## src/rtl/req_enc_pkg.sv

```systemverilog
// ----------------------------------------------------------------------------
// req_enc_pkg
// Shared constants and types for the sequential 8-to-3 request encoder.
//   N_IN            : number of request lines (fixed at 8)
//   IDX_W           : width of a request index (clog2(N_IN))
//   req_enc_state_t : handshake state (IDLE / PRESENT)
//   req_idx_t       : a request index / presented code
//   idx_to_onehot   : expands an index into a one-hot request mask
// ----------------------------------------------------------------------------
package req_enc_pkg;

    localparam int N_IN  = 8;
    localparam int IDX_W = 3;

    typedef enum logic {
        IDLE,
        PRESENT
    } req_enc_state_t;

    typedef logic [IDX_W-1:0] req_idx_t;

    // Turns a presented code back into the pending bit it refers to, so the
    // acked request can be cleared from the pending register.
    function automatic logic [N_IN-1:0] idx_to_onehot(input req_idx_t idx);
        logic [N_IN-1:0] one;
        one = {{(N_IN-1){1'b0}}, 1'b1};
        return one << idx;
    endfunction

endpackage

```

## src/rtl/req_encoder8to3_prio.sv

```systemverilog
// ----------------------------------------------------------------------------
// priority_enc8
// Purely combinational circular priority search over 8 request bits.
// The search begins at index 'start' and walks upward, wrapping 7 -> 0; the
// first set bit found is reported.
//   vec   [7:0] in  : request vector to search
//   start [2:0] in  : first index examined
//   idx   [2:0] out : index of the first set bit at or after start (0 if none)
//   found       out : at least one bit of vec is set
// ----------------------------------------------------------------------------
module priority_enc8
    import req_enc_pkg::*;
(
    input  logic [N_IN-1:0] vec,
    input  req_idx_t        start,
    output req_idx_t        idx,
    output logic            found
);

    req_idx_t cand;

    // Walk the candidates from the farthest offset back to offset 0 so that
    // the closest set bit to 'start' is the last one to be written and wins.
    // The 3-bit addition provides the 7 -> 0 wrap for free.
    always_comb begin
        idx   = '0;
        found = 1'b0;
        cand  = '0;
        for (int k = N_IN - 1; k >= 0; k--) begin
            cand = start + IDX_W'(k);
            if (vec[cand]) begin
                idx   = cand;
                found = 1'b1;
            end
        end
    end

endmodule

```

## src/rtl/req_encoder8to3.sv

```systemverilog
// ----------------------------------------------------------------------------
// req_encoder8to3
// Sequential 8-to-3 request encoder. Single-cycle requests are collected into
// a sticky pending register; one pending index at a time is presented as a
// 3-bit code with a valid/ack handshake.
//
// Ports:
//   clk            in  : system clock, all state changes on the rising edge
//   reset          in  : synchronous active-high reset
//   en             in  : request capture enable (req ignored when 0)
//   req      [7:0] in  : request lines, a high bit sets its pending bit
//   code     [2:0] out : index of the presented request, held while valid
//   valid          out : code is meaningful
//   ack            in  : consumer accepts code (ignored while valid=0)
//   pending  [7:0] out : current pending register
//   overflow       out : sticky, a request hit an already-pending bit
//
// Configuration:
//   REQ_ENC_RR_PRIORITY_EN : when defined, selection is round-robin starting
//                            just after the last granted index; when left
//                            undefined, the lowest pending index always wins.
// ----------------------------------------------------------------------------
module req_encoder8to3
    import req_enc_pkg::*;
(
    input  logic            clk,
    input  logic            reset,
    input  logic            en,
    input  logic [N_IN-1:0] req,
    output req_idx_t        code,
    output logic            valid,
    input  logic            ack,
    output logic [N_IN-1:0] pending,
    output logic            overflow
);

    req_enc_state_t  state;
    req_enc_state_t  state_next;
    req_idx_t        code_next;
    req_idx_t        last_grant;
    req_idx_t        last_grant_next;
    req_idx_t        search_start;
    req_idx_t        sel_idx;
    logic            sel_found;
    logic [N_IN-1:0] clr;
    logic [N_IN-1:0] set_bits;
    logic [N_IN-1:0] pending_next;
    logic            overflow_next;

`ifdef REQ_ENC_RR_PRIORITY_EN
    // Round-robin: start one past the last grant. last_grant resets to 7, so
    // the very first search starts at index 0.
    assign search_start = last_grant + 1'b1;
`else
    // Fixed priority: always start at index 0 so the lowest index wins.
    assign search_start = '0;
`endif

    // Selection always looks at the registered pending bits, never raw req,
    // so a request is only offered once it has been captured.
    priority_enc8 u_prio (
        .vec   (pending),
        .start (search_start),
        .idx   (sel_idx),
        .found (sel_found)
    );

    // State register plus the registered datapath. Everything resets
    // together, so a reset mid-transfer drops both the pending requests and
    // the presented code, and the ack of that cycle has no influence.
    always_ff @(posedge clk) begin
        if (reset) begin
            state      <= IDLE;
            code       <= '0;
            pending    <= '0;
            overflow   <= 1'b0;
            last_grant <= IDX_W'(N_IN - 1);
        end else begin
            state      <= state_next;
            code       <= code_next;
            pending    <= pending_next;
            overflow   <= overflow_next;
            last_grant <= last_grant_next;
        end
    end

    // Pending/overflow update. A bit is cleared only by an ack of the code
    // being presented; a new request on that same bit in the same cycle
    // re-arms it (set wins). Hitting a bit that stays pending is an overflow,
    // which includes re-requesting the presented bit without an ack.
    always_comb begin
        clr = '0;
        if (state == PRESENT && ack) begin
            clr = idx_to_onehot(code);
        end
        set_bits      = en ? req : '0;
        pending_next  = (pending & ~clr) | set_bits;
        overflow_next = overflow | (|(set_bits & pending & ~clr));
    end

    // Next-state logic for the two-state handshake. IDLE latches the selected
    // index as soon as anything is pending; PRESENT holds the code until the
    // consumer acks, which forces one IDLE cycle between grants.
    always_comb begin
        state_next      = state;
        code_next       = code;
        last_grant_next = last_grant;
        case (state)
            IDLE: begin
                if (sel_found) begin
                    state_next = PRESENT;
                    code_next  = sel_idx;
                end
            end
            PRESENT: begin
                if (ack) begin
                    state_next      = IDLE;
                    last_grant_next = code;
                end
            end
            default: begin
                state_next = IDLE;
            end
        endcase
    end

    // Output decode: the code is valid exactly while it is being presented.
    always_comb begin
        valid = (state == PRESENT);
    end

endmodule

```

## config.mk

```make
export PLATFORM = sky130hd
export DESIGN_NAME = req_encoder8to3
export DESIGN_NICKNAME = d
export VERILOG_FILES = /design/src/rtl/req_enc_pkg.sv /design/src/rtl/req_encoder8to3_prio.sv /design/src/rtl/req_encoder8to3.sv
export SDC_FILE = /design/constraint.sdc
export NUM_CORES = 1
export LEC_CHECK = 0
export ABC_AREA = 1
export CAP_MARGIN = 10
export CORE_MARGIN = 3
export CORE_UTILIZATION = 46
export DETAILED_ROUTE_END_ITERATION = 8
export GPL_TIMING_DRIVEN = 0
export PLACE_DENSITY = 0.85
export SYNTH_ARGS = -nofsm -noshare
export SYNTH_HDL_FRONTEND = slang
export SYNTH_SLANG_ARGS = --single-unit
```

## constraint.sdc

```tcl
create_clock -name clk -period 2.8 [get_ports clk]
set_input_delay 0.56 -clock clk [delete_from_list [all_inputs] [get_ports clk]]
set_output_delay 0.56 -clock clk [all_outputs]
set_load 0.05 [all_outputs]
```

==> metrics, run 1 <==
status finished clean; Routed Antenna Nets 0; P_leak around 0.00043 uW; detailed placement HPWL between 1 and 1.5 mm; DR iter-0 viols 28; RSZ-0062 raised after global routing false; number of global-route vias before repair 701; syn_nets 128; first-pass GRT wire length between 2 and 3 mm; layout cells sized above 1 0.0629; Filler Cell Count 128; critical-path cell with the highest stage delay clkdlybuf4s50_1; # port buffers 23; DP Worst Slack 0.945 ns; maxcap violations 0; number of vias per cell 5.00; final hold vios 0; CTS Root Buffer Type clkbuf_4; CTS max path bufs 2; I/O Pins 25; final setup fails 0; post-synthesis sequential area ratio 0.368; slowest stage delay, CP 0.86 ns; DR WL/cell 10.8 um; library cells used by synthesis 15; worst hold path class reg2reg; initial antenna violation count 0; insertion delay to the later sink of the worst-skew pair between 0.2 and 0.3 ns; Horiz. Die Dim 45.2 um; WL final approximately 1.7 mm; H-Tree Depth 1; Final #Nets 156; Total GRT Usage 0.177; Yosys Warn Count 0; Worst Path Required about 2.2 ns; VDD IR max 425 uV; post-layout min period 2.17 ns; post-CTS setup buffers 0; Avg Synthesized Cell Area a little over 6 um2; crit share post-route 0.774; hold buffers post-CTS 0; Startpoint Class flop; multi-input logic area 375 um2; CTS tree done; clock slew at reported path FFs 0.09 ns; Remaining DRCs 0; CTS sink cnt 13; 1st-pass router iterations 4; Vias 790; CTS-repair resized insts 0; Die Y around 45 um; #FFs+latches synth 13; Mapped Cells around 120; total power 552 uW; Setup Skew 0.00750 ns; Initial Util 0.517; flop2flop setup slack 1.62 ns; actual slew at the worst max-slew pin between 0.5 and 0.6 ns; area of the mapped netlist ~700 um2; Worst slew margin 0.662; Reg area 260 um2; Critical Path, Cell by Cell clkdlybuf4s50_1; delay-heaviest family, CP buffers and inverters; CTS buffer count 3; critical path class reg2out; fmax 461 MHz; Placer Congestion approximately 0.8; CP arrival about 1.6 ns; Sum Neg Setup Slack 0 ns; critical path peak fanout 7; Setup WS post-layout 0.632 ns; Core Util, Final 0.719; Cell Pwr Density 562 nW/um2; die area approximately 2000 um2; core area 1370 um2; CP bufs+invs 1; total global routing overflow 0; Post-Place Cell Area roughly 960 um2; Slew Limit Fails 0; largest net degree at the start of global routing 11; CP Capture Type output port; design area between 900 and 1000 um2; Rows 13; ANT cells 0; Area Growth Syn to Fin 38.9%
[flip-flops by register name (all words and copies together) (netlist names)]
register and flops:
pending 8, code 3, overflow 1, valid 1
[path summary, 6_finish.rpt]
| kind | cells after the start | endpoint | from |
|---|---|---|---|
| max | 1 | code[1] | code[1] |
| min | 2 | pending[3] | pending[3] |
| max reg2reg | 7 | overflow | valid |
| min reg2reg | 2 | pending[3] | pending[3] |
[report_power, final]
part | leakage [uW] | internal (uW) | total, uW | switching (uW)
Combinational | 0.000310 | 72.0 | 204 | 132
Sequential | 0.000108 | 204 | 228 | 24.3
Clock | 0.0000150 | 55.2 | 120 | 64.5
[routing by layer]
metal | GRT usage | vias to the layer above | routed length (um)
li1 | - | 413 | -
met1 | 0.200 | 350 | 771
met2 | 0.297 | 25 | 815
met3 | 0.0319 | 2 | 103
met4 | 0.123 | 0 | 13
met5 | 0 | - | 0
[synth_stat cells]
library cell / n / share of area
inv_1: 16 / 0.085
buf_4: 1 / 0.011
clkbuf_1: 1 / 0.0053
nor2_1: 15 / 0.080
nor2_4: 1 / 0.016
nand2_1: 38 / 0.20
nand2_2: 2 / 0.018
nand4_1: 1 / 0.0089
a21oi_1: 12 / 0.085
o21ai_1: 3 / 0.021
o21ai_0: 6 / 0.042
dfxtp_1: 13 / 0.37
nand3_2: 1 / 0.014
nand3_1: 5 / 0.035
nor2_2: 1 / 0.0089
[per-stage QoR]
stage	instances	hold WS (ns)
after global routing	158	0.513
final	158	0.486
after CTS	158	0.489
after detailed placement	154	0.476
after floorplan	116	0.691
after global placement	154	0.469
[cell type report]
type                       instances  area share
inverter                          16      0.0611
sequential                        13       0.265
buffer                             2      0.0115
timing repair buffer              23       0.234
multi-input combinational         85       0.382
clock buffer                       4      0.0268
tap                               15      0.0191
[cell usage in the layout (no fill, tap or decap), drive strengths merged]
master	netlist	routed
nand3	6	6
clkdlybuf4s50	0	23
nand2	40	40
inv	16	16
a21oi	12	12
clkbuf	1	5
nor2	17	17
dfxtp	13	13
buf	1	1
o21ai	9	9
nand4	1	1
[kinds of logic (layout without fill, tap and decap cells)]
kind of cell	after synthesis	in the layout	synth area share
simple gates	64	64	0.382
compound gates	21	21	0.149
flops	13	13	0.368
buf+inv	18	45	0.101
Note: power is estimated with default switching activity, not from simulation.
==> run 2, diff against run 1 <==
--- a/config.mk
+++ b/config.mk
@@ -8,10 +8,10 @@
 export ABC_AREA = 1
 export CAP_MARGIN = 10
 export CORE_MARGIN = 3
-export CORE_UTILIZATION = 46
+export CORE_UTILIZATION = 43
 export DETAILED_ROUTE_END_ITERATION = 8
 export GPL_TIMING_DRIVEN = 0
-export PLACE_DENSITY = 0.85
+export PLACE_DENSITY = 0.8
 export SYNTH_ARGS = -nofsm -noshare
 export SYNTH_HDL_FRONTEND = slang
 export SYNTH_SLANG_ARGS = --single-unit
==> constraint.sdc (replaced) <==
create_clock -name clk -period 2.2 [get_ports clk]
set_input_delay 0.44 -clock clk [delete_from_list [all_inputs] [get_ports clk]]
set_output_delay 0.44 -clock clk [all_outputs]
set_load 0.05 [all_outputs]
==> run 2 against run 1 <==
  * Utilization shrank 7.4 points
  * Clock skew is essentially flat
  * Via count shrank 2.9%
  * Highest routed layer unchanged
  * Sequential power grew 27%
  * Die area grew 6.0%
  * Critical path type unchanged
  * Non-clock buffer count is the same
  * Count of clock-buffer cells in the layout is the same
==> metrics, run 2 (synthesis gave the netlist of run 1 again) <==
status finished clean; detailed placement HPWL around 1.3 mm; post-layout min period approximately 2 ns; maxcap violations 0; post-CTS setup buffers 0; min-delay src en; biggest regs pending: 8 flops, code: 3 flops; I/O Pins 25; Initial Util 0.464; Placer Congestion roughly 0.8; P_leak roughly 0.00043 uW; Routed Antenna Nets 0; insertion delay to the later sink of the worst-skew pair 0.28 ns; CTS sink cnt 13; R2R depth 7; final hold vios 0; critical path class reg2out; largest net degree at the start of global routing 11; total global routing overflow 0; core area 1520 um2; final setup fails 0; Worst Path Required around 1.8 ns; worst hold path class in2reg; clock slew at reported path FFs around 0.090 ns; fmax around 490 MHz; hold buffers post-CTS 0; CTS Root Buffer Type clkbuf_4; Top reg by flops pending; Die Y 46.5 um; crit share post-route 0.921; CTS tree done; Worst R2R End overflow; DR WL/cell ~11 um; initial antenna violation count 0; CP Capture Type output port; slowest stage delay, CP 0.86 ns; # port buffers 23; critical-path cell with the highest stage delay clkdlybuf4s50_1; Setup Skew between 0.007 and 0.008 ns; CP Depth 1; Remaining DRCs 0; commonest non-fill, non-tap cell in the layout nand2_1; Horiz. Die Dim 46.5 um; Area Growth Syn to Fin 39.1%; Sum Neg Setup Slack 0 ns; switching part of the total 0.400; Worst slew margin 0.663; critical path peak fanout 7; 1st-pass router iterations 4; hold endpoint pending[1]; hold depth 3; ANT cells 0; max reg flops 8; delay-heaviest family, CP buffers and inverters; first-pass GRT wire length 2.77 mm; commonest cells after routing, fill and taps aside 38 x nand2_1, 23 x clkdlybuf4s50_1, 16 x inv_1, 15 x nor2_1, 13 x dfxtp_1; CP arrival about 1.6 ns; die area 2170 um2; H-Tree Depth 1; combinational share of power 0.364; internal power 422 uW; flop2flop setup slack 1.01 ns; VDD IR max about 460 uV; WL final 1.69 mm; RSZ-0062 raised after global routing false; Final #Nets 156; Slew Limit Fails 0; design area 983 um2; Startpoint Class flop; Vias around 770; CP bufs+invs 1; Filler Cell Count approximately 160; Post-Place Cell Area 957 um2; Rows 14; number of global-route vias before repair slightly below 700; multi-input logic area 375 um2; actual slew at the worst max-slew pin 0.504 ns; clock power share 0.222; sw power 281 uW; CTS buffer count 3; CTS-repair resized insts 0; Reg power frac 0.413; Critical Path, Cell by Cell clkdlybuf4s50_1; CTS max path bufs 2; Worst R2R Start valid; Total GRT Usage 0.176; Cell Pwr Density 715 nW/um2; layout cells sized above 1 0.0629; number of vias per cell 4.82; DR iter-0 viols 19; Reg area roughly 260 um2
run 2: cell counts in the layout (fill, tap and decap cells not counted):
Identical to the previous run, type by type.
run 2: how the worst max path moves through the flow:
stage	startpoint	end	slack, ns
floorplan	valid	overflow	0.79
global placement	ack	overflow	0.44
detailed placement	ack	overflow	0.45
CTS	code[0]	code[0]	0.17
global route	code[0]	code[0]	0.12
finish	code[0]	code[0]	0.17
run 2: per-stage QoR:
stage               power [uW]  std cells  utilization  setup WS (ns)  hold slack, ns
finish                     703        159        0.645          0.175           0.477
global route               744        159        0.645          0.119           0.491
CTS                        705        159        0.645          0.168           0.484
detailed placement         552        155        0.628          0.454           0.476
global placement           550        155        0.628          0.436           0.463
floorplan                  464        116            -          0.791           0.603
run 2: routing by layer:
| metal | track usage | wire, um | vias to the layer above | share of wire |
|---|---|---|---|---|
| met5 | 0 | 0 | - | 0 |
| met4 | 0.0682 | 18 | 0 | 0.011 |
| met1 | 0.225 | 773 | 326 | 0.46 |
| met3 | 0.0273 | 113 | 4 | 0.067 |
| met2 | 0.291 | 786 | 22 | 0.46 |
| li1 | - | - | 415 | - |
run 2: final cells by class:
type	count	area share
multi-input combinational	85	0.382
sequential	13	0.265
timing repair buffer	23	0.234
inverter	16	0.0611
clock buffer	4	0.0267
tap	16	0.0204
buffer	2	0.0115
run 2: power by group through the flow:
| stage | clock network, uW | registers [uW] | logic [uW] |
|---|---|---|---|
| detailed placement | 0 | 296 | 256 |
| global route | 169 | 295 | 281 |
| finish | 156 | 290 | 256 |
| global placement | 0 | 295 | 255 |
| CTS | 157 | 291 | 258 |
| floorplan | 0 | 375 | 89.3 |
==> run 3, diff against run 2 <==
--- a/config.mk
+++ b/config.mk
@@ -5,13 +5,14 @@
 export SDC_FILE = /design/constraint.sdc
 export NUM_CORES = 1
 export LEC_CHECK = 0
-export ABC_AREA = 1
+export ABC_AREA = 0
 export CAP_MARGIN = 10
 export CORE_MARGIN = 3
-export CORE_UTILIZATION = 43
+export CORE_UTILIZATION = 40
 export DETAILED_ROUTE_END_ITERATION = 8
 export GPL_TIMING_DRIVEN = 0
-export PLACE_DENSITY = 0.8
+export MAX_ROUTING_LAYER = met4
+export PLACE_DENSITY = 0.78
 export SYNTH_ARGS = -nofsm -noshare
 export SYNTH_HDL_FRONTEND = slang
 export SYNTH_SLANG_ARGS = --single-unit
==> run 3 against run 2 <==
  * Register-to-register slack got worse by 0.24 ns
  * Die area is 6.7% lower
  * Combinational power decreased by 18%
  * Maximum frequency is 0.51% higher
  * Power down 9.5%
  * Critical endpoint is now code[1]
  * Largest power group unchanged
==> metrics, run 3 <==
Sum Neg Setup Slack 0 ns; Critical Path, Cell by Cell clkdlybuf4s50_1; DR WL/cell 13.1 um; DR iter-0 viols 28; commonest non-fill, non-tap cell in the layout clkdlybuf4s50_1; CTS Root Buffer Type clkbuf_4; Horiz. Die Dim 45.0 um; CP arrival between 1.5 and 2 ns; max reg flops 8; initial antenna violation count 0; commonest cells after routing, fill and taps aside 23 x clkdlybuf4s50_1, 16 x nor2_1, 13 x dfxtp_1, 7 x nand3_1, 7 x a21oi_1; status finished clean; Startpoint Class flop; CP Depth 1; CTS max path bufs 2; crit path capture code[1]; number of vias per cell roughly 5.5; CTS sink cnt 13; top cell type's share of synthesized area 0.429; Area Growth Syn to Fin 45.4%; die area 2020 um2; 1st-pass router iterations 4; crit share post-route 0.916; CP bufs+invs 1; total global routing overflow 0; count leader, synth nor2_1; ANT cells 0; # port buffers 23; flop2flop setup slack 0.77 ns; CTS-repair resized insts 0; fmax 496 MHz; Die Y 45.0 um; CTS buffer count 3; largest net degree at the start of global routing 11; post-synthesis sequential area ratio 0.429; Vias 659; final setup fails 0; Post-synth EDFFs 0; Avg Synthesized Cell Area 7.78 um2; critical-path cell with the highest stage delay clkdlybuf4s50_1; async set or reset register ratio after synthesis 0; syn_nets 90; ys flop type dfxtp_1; Mapped Cells slightly below 80; Post-Place Cell Area 856 um2; Top reg by flops pending; layout cells sized above 1 0.0381; post-layout min period 2.02 ns; hold buffers post-CTS 0; Total GRT Usage 0.181; Final #Nets between 100 and 150; #FFs+latches synth 13; Worst R2R End code[1]; P_leak 0.000330 uW; I/O Pins 25; core area around 1400 um2; Setup WS post-layout roughly 0.18 ns; RSZ-0062 raised after global routing false; Worst Path Required 1.76 ns; synth top area cells dfxtp_1 43%, nor2_1 9.9%, a22oi_1 7.4%; area of the mapped netlist between 600 and 700 um2; Remaining DRCs 0; detailed placement HPWL 1.24 mm; WL final between 1.5 and 2 mm; post-CTS setup buffers 0; design area just under 900 um2; delay-heaviest family, CP buffers and inverters; R2R depth 5; VDD IR max 352 uV; library cells used by synthesis 22; maxcap violations 0; insertion delay to the later sink of the worst-skew pair between 0.2 and 0.3 ns; slowest stage delay, CP 0.86 ns; final hold slack 0.517 ns; CTS tree done; Setup Skew 0.00410 ns; actual slew at the worst max-slew pin 0.507 ns; final hold vios 0; critical path peak fanout 7; worst hold path class reg2reg; first-pass GRT wire length around 2.6 mm; Critical Path Source code[1]; H-Tree Depth 1; clock slew at reported path FFs ~0.070 ns; Placer Congestion 0.882; Initial Util 0.444; number of global-route vias before repair 589; critical path class reg2out; Slew Limit Fails 0; Routed Antenna Nets 0; biggest regs pending: 8 flops, code: 3 flops; Post-synth top cells 16 x nor2_1, 13 x dfxtp_1, 7 x a21oi_1, 7 x nand3_1; Rows 13; cell taking the most area after synthesis dfxtp_1; CP Capture Type output port; Worst R2R Start pending[1]; Filler Cell Count 124; Cell Pwr Density 721 nW/um2; DP Worst Slack 0.336 ns; Yosys Warn Count 0; Worst slew margin 0.661
-- run 3: changes by cell type in the layout (fill, tap and decap cells not counted), moves of 3 or more --
cell / change
a21oi_1: -5
a22oi_1: +6
inv_1: -14
nand2_1: -32
nor3_1: +3
o21ai_0: -6
o21ai_1: -3
-- run 3: area by class of cell --
type / instances / area, um2 / area share
Inverter: 2 / 7.51 / 0.00851
Sequential cell: 13 / 260 / 0.295
Tap cell: 15 / 18.8 / 0.0213
Timing Repair Buffer: 23 / 230 / 0.261
Buffer: 2 / 7.51 / 0.00851
Multi-Input combinational cell: 61 / 332 / 0.376
Clock buffer: 4 / 26.3 / 0.0298
-- run 3: cell families (layout without fill, tap and decap cells) --
kind of cell           after synthesis  in the layout  synth area share
AOI/OAI and AO/OA                   20             20             0.223
buffers and inverters                4             31            0.0248
DFF                                 13             13             0.429
and+or+nand+nor                     41             41             0.324
-- run 3: stage by stage --
| step | cells | utilization | power, uW |
|---|---|---|---|
| 6_report | 120 | 0.646 | 636 |
| 5_1_grt | 120 | 0.646 | 679 |
| 3_5_place_dp | 116 | 0.626 | 499 |
| 2_1_floorplan | 78 | - | 421 |
| 4_1_cts | 120 | 0.646 | 643 |
| 3_3_place_gp | 116 | 0.626 | 498 |
-- run 3: power by group --
group	internal, uW	leakage (uW)	switching, uW
registers	256	0.000108	28.4
clock network	70.3	0.0000150	71.7
logic	83.2	0.000207	127
-- run 3: worst min-delay path by stage --
stage               slack, ns       to  cells after the start     from
floorplan                0.52    valid                      1    reset
global placement         0.51  code[2]                      2  code[2]
detailed placement       0.50  code[2]                      2  code[2]
CTS                      0.52  code[2]                      2  code[2]
global route             0.58  code[2]                      2  code[2]
finish                   0.52  code[2]                      2  code[2]
-- run 3: routing by layer --
metal  global-route usage  part of all wire  vias up
li1                     -                 -      340
met5                    -                 0        -
met4               0.0526                 0        0
met2                0.254              0.47       26
met1                0.245              0.45      293
met3               0.0598             0.080        0
